--- src/rtl/pwm_dac_if.sv ---
// Sample/control bus between the waveform generator side and the PWM DAC stage.
interface pwm_dac_if #(
  parameter int unsigned WIDTH = 8
);
  logic             en;
  logic [WIDTH-1:0] sample_in;
  logic [1:0]       amp_sel;
  logic             pwm_out;
  logic [WIDTH-1:0] duty_q;
  logic             frame_start;

  modport master (
    output en, sample_in, amp_sel,
    input  pwm_out, duty_q, frame_start
  );

  modport slave (
    input  en, sample_in, amp_sel,
    output pwm_out, duty_q, frame_start
  );
endinterface

--- src/rtl/pwm_dac.sv ---
// Fixed-period PWM DAC: latches one attenuated sample per 2^WIDTH-clock frame
// and emits a one-cycle frame strobe so the generator advances once per frame.
module pwm_dac #(
  parameter int unsigned WIDTH = 8
) (
  input  logic      clk,
  input  logic      rst_n,
  pwm_dac_if.slave  dac_if
);

  localparam logic [WIDTH-1:0] CNT_MAX = '1;

  logic [WIDTH-1:0] cnt_q,   cnt_d;
  logic [WIDTH-1:0] duty_q,  duty_d;
  logic             pwm_q,   pwm_d;
  logic             frame_q, frame_d;

  // State registers; reset parks the counter so the first enabled edge latches.
  always_ff @(posedge clk or negedge rst_n) begin
    if (!rst_n) begin
      cnt_q   <= CNT_MAX;
      duty_q  <= '0;
      pwm_q   <= 1'b0;
      frame_q <= 1'b0;
    end else begin
      cnt_q   <= cnt_d;
      duty_q  <= duty_d;
      pwm_q   <= pwm_d;
      frame_q <= frame_d;
    end
  end

  // Latch and wrap share the cnt==max edge; pwm compares against the pre-edge duty.
  always_comb begin
    cnt_d   = CNT_MAX;
    duty_d  = duty_q;
    pwm_d   = 1'b0;
    frame_d = 1'b0;
    if (dac_if.en) begin
      cnt_d   = cnt_q + WIDTH'(1);
      pwm_d   = (cnt_q < duty_q);
      frame_d = (cnt_q == CNT_MAX);
      if (cnt_q == CNT_MAX) begin
        duty_d = dac_if.sample_in >> dac_if.amp_sel;
      end
    end
  end

  assign dac_if.pwm_out     = pwm_q;
  assign dac_if.duty_q      = duty_q;
  assign dac_if.frame_start = frame_q;

endmodule

--- src/flat_wrapper.sv ---
// flat-port wrapper written by rule: the top's interface ports become plain ports
module pwm_dac_flat 
#(
  parameter int unsigned WIDTH = 8
)
  (clk, rst_n, dac_if_en, dac_if_sample_in, dac_if_amp_sel, dac_if_pwm_out, dac_if_duty_q, dac_if_frame_start);
  pwm_dac_if #(.WIDTH(WIDTH)) dac_if_i ();
  input  logic clk;
  input  logic rst_n;
  input wire logic [$bits(dac_if_i.en)-1:0] dac_if_en;
  input wire logic [$bits(dac_if_i.sample_in)-1:0] dac_if_sample_in;
  input wire logic [$bits(dac_if_i.amp_sel)-1:0] dac_if_amp_sel;
  output wire logic [$bits(dac_if_i.pwm_out)-1:0] dac_if_pwm_out;
  output wire logic [$bits(dac_if_i.duty_q)-1:0] dac_if_duty_q;
  output wire logic [$bits(dac_if_i.frame_start)-1:0] dac_if_frame_start;
  assign dac_if_i.en = dac_if_en;
  assign dac_if_i.sample_in = dac_if_sample_in;
  assign dac_if_i.amp_sel = dac_if_amp_sel;
  assign dac_if_pwm_out = dac_if_i.pwm_out;
  assign dac_if_duty_q = dac_if_i.duty_q;
  assign dac_if_frame_start = dac_if_i.frame_start;
  pwm_dac #(.WIDTH(WIDTH)) u_core (.clk(clk), .rst_n(rst_n), .dac_if(dac_if_i));
endmodule
--- config.mk ---
export PLATFORM = sky130hd
export DESIGN_NAME = pwm_dac_flat
export DESIGN_NICKNAME = d
export VERILOG_FILES = /design/src/rtl/pwm_dac_if.sv /design/src/rtl/pwm_dac.sv /design/src/flat_wrapper.sv
export SDC_FILE = /design/constraint.sdc
export NUM_CORES = 1
export LEC_CHECK = 0
export ABC_AREA = 1
export BUFFER_PORTS_ARGS = -buffer_cell sky130_fd_sc_hd__buf_2
export CORE_MARGIN = 8
export CORE_UTILIZATION = 50
export CTS_BUF_LIST = sky130_fd_sc_hd__clkbuf_4
export DETAILED_ROUTE_END_ITERATION = 8
export GPL_ROUTABILITY_DRIVEN = 0
export HOLD_SLACK_MARGIN = 0.12
export PLACE_DENSITY = 0.74
export SETUP_SLACK_MARGIN = 0.02
export SLEW_MARGIN = 0
export SYNTH_ARGS = -nofsm -noshare
export SYNTH_HDL_FRONTEND = slang
export SYNTH_SLANG_ARGS = --single-unit
--- constraint.sdc ---
create_clock -name clk -period 4.2 [get_ports clk]
set_clock_uncertainty 0.15 [all_clocks]
set_input_delay 0.42 -clock clk [delete_from_list [all_inputs] [get_ports clk]]
set_output_delay 0.42 -clock clk [all_outputs]
set_load 0.02 [all_outputs]
==> results.md <==
- CTS tree: yes
- Skew-Pair Late Insertion Delay: 0.29 ns
- Hold EP: u_core.cnt_q[0]
- Startpoint types: flop
- Layout filler cell count: 215
- CTS resizes: 0
- Initial antenna violation count: 0
- Outcome: completed
- Post-synth top area cell: dfrtp_1
- Syn Inst Count: 143
- Largest net degree at the start of global routing: 19
- Via/cell ratio: 5.00
- H-tree levels: 1
- Routed vias: 985
- CTS Buf Count: 3
- Cell Rows: 17
- Hold Buf Count CTS: 1
- Power per cell area: 510 nW/um2
- # clock sinks: 18
- Synth Cell Area: 1100 um2
- Worst-Margin Slew: 0.397 ns
- Global routing's busiest layer: met2
- Worst hold path type: in2reg
- Buf/Inv on CP: 1
- Final TNS setup: 0 ns
- P&R area growth vs syn: 16.0%
- DRT iter0 DRCs: 51
- Final WL: 2420 um
- Syn Area/Cell: 7.70 um2
- VDD IR max: 312 uV
- Worst setup path start: u_core.cnt_q[0]
- First-pass GRT wire length: 4310 um
- Hpwl dp: 1930 um
- Max FO, Critical Path: 10
- Met1 usage: 0.156
- Met3 Resource Use GR: 0.0394
- Core area: 2150 um2
- Clk buf depth: 2
- Final Cycle Share: 0.395
- RR Endpoint: u_core.dac_if.duty_q[6]
- Post-synth top area share: 0.227
- RR Startpoint: u_core.cnt_q[0]
- Max Slew Vio Count: 0
- Final setup margin: 2.54 ns
- Beginning of the worst hold path: dac_if_en
- WP data required: 4.24 ns
- Ant diodes: 0
- Port Buffers: 22
- Initial Util: 0.513
- Die height: 62.9 um
- Crit-path cells: ha_1, nand2_1, nor2_2, nand2_2, nor2_8, inv_6, nand2_1, o21ai_2
- Ports: 23
- Syn. warnings: 0
- Clock transition at the registers of the reported paths: 0.10 ns
- Chip width: 62.9 um
- Drt pass-1 iters: 4
- CP max stage delay: 0.57 ns
- Synth cell types: 19
- Crit path time final: 1.66 ns
- FF-to-FF path depth: 8
- Multi-input gate area in the final layout: 537 um2
- CP Capture Type: flop
- Crit path kind: reg2reg
- #FFs+latches synth: 18
- Mean routed wirelength per cell: 12.3 um
- Setup Fix Bufs, Post-CTS: 0
- Hold path depth: 2
- Most used cell along the critical path: nand2_1
- Root buf cell: clkbuf_4
- GRT Util Overall: 0.131
- Pleak: 0.710 nW
- Register Area: 460 um2
- RSZ-0062 raised after global routing: false
- # setup viols final: 0
- Max Cap Violations: 0
- Fmax: 603 MHz
- Layout cell share with drive strength beyond 1: 0.243
- Worst slack, placed: 2.56 ns
- Sequential element share of the synthesized area: 0.418
- GRT met2 Usage: 0.223
- Critical path data arrival time: 1.70 ns
- Slowest CP cell: dfstp_2
- Die area: 3960 um2
- DRC errors left: 0
- Largest delay share family, worst path: flip-flops
- Vias in the first global route: 982
- Top cells by area, synth: dfrtp_1 (23%), dfstp_2 (19%), nand2_1 (15%)
- Worst rel slew slack: 0.736
- Antenna-violating nets left: 0
- Net Count, Synth: 164
- Total gr overflow: 0
- Final Hold Slack: 0.206 ns
- Nets: 191
- Final hold vios: 0
- Reg2Reg Setup Slack: 2.54 ns
power by group:
part | switching, mW | total [mW] | leakage, nW | internal (mW)
clock | 0.0541 | 0.0887 | 0.0154 | 0.0346
combinational | 0.183 | 0.289 | 0.482 | 0.106
sequential | 0.0441 | 0.274 | 0.213 | 0.230
total | 0.281 | 0.652 | 0.710 | 0.371
per-layer routing:
metal,vias up,routed length (um)
met3,2,103
met1,458,1130
met2,19,1160
met4,0,17
met5,-,0
li1,506,-
flip-flops by register name, indices dropped and copies added (netlist names):
signal                     count
u_core.dac_if.frame_start      1
u_core.cnt_q                   8
u_core.dac_if.pwm_out          1
u_core.dac_if.duty_q           8
synthesized netlist by cell type (all sizes together):
| library cell | instances |
|---|---|
| dfstp | 8 |
| nand4 | 2 |
| buf | 1 |
| nand2 | 46 |
| a21oi | 5 |
| nor2 | 7 |
| or2 | 1 |
| inv | 25 |
| ha | 8 |
| nand3 | 9 |
| dfrtp | 10 |
| o21ai | 20 |
| o211ai | 1 |
worst max path at each step:
| stage | end | slack, ns | cells past startpoint |
|---|---|---|---|
| 2_1_floorplan | u_core.dac_if.duty_q[6] | 2.65 | 8 |
| 5_1_grt | u_core.dac_if.duty_q[3] | 2.44 | 8 |
| 6_report | u_core.dac_if.duty_q[6] | 2.54 | 8 |
| 4_1_cts | u_core.dac_if.duty_q[6] | 2.54 | 8 |
| 3_5_place_dp | u_core.dac_if.duty_q[6] | 2.56 | 8 |
| 3_3_place_gp | u_core.dac_if.duty_q[6] | 2.59 | 8 |
through the flow:
step | instances | utilization | area, um2 | power, mW
finish | 197 | 0.595 | 1280 | 0.652
global route | 197 | 0.595 | 1280 | 0.716
CTS | 197 | 0.595 | 1280 | 0.657
detailed placement | 192 | 0.578 | 1240 | 0.567
global placement | 192 | 0.578 | 1240 | 0.552
floorplan | 143 | - | 1100 | 0.468
layout by cell type (no fill, tap or decap):
master,Yosys,layout
ha_1,8,8
inv_1,24,24
a21oi_1,5,5
nor2_8,1,1
nand3_4,1,1
o21ai_0,18,18
dlygate4sd3_1,0,1
or2_2,1,1
nand3_1,8,8
o21ai_2,2,2
o211ai_1,1,1
clkbuf_4,0,3
nor2_2,1,1
dfstp_2,8,8
nand2_1,45,45
inv_6,1,1
clkinv_1,0,1
nand4_1,2,2
nand2_2,1,1
dfrtp_1,10,10
buf_2,1,22
nor2_1,5,5
area by class of cell:
| type | instances | share of cell area |
|---|---|---|
| well taps | 28 | 0.0274 |
| multi-input cells | 99 | 0.420 |
| repair buffers | 23 | 0.0940 |
| clock buffers | 3 | 0.0176 |
| inverters | 25 | 0.0774 |
| clock inverters | 1 | 0.00294 |
| flip-flops and latches | 18 | 0.360 |
logic make-up (layout without fill, tap and decap cells):
| logic type | Yosys count | after routing | share of synthesized area |
|---|---|---|---|
| AO/OA/AOI/OAI | 26 | 26 | 0.127 |
| adder cells (fa/ha/maj) | 8 | 8 | 0.0909 |
| buffers and inverters | 26 | 52 | 0.0943 |
| flip-flops | 18 | 18 | 0.418 |
| AND/OR/NAND/NOR | 65 | 65 | 0.269 |
Power figures use the tool's default switching activity.
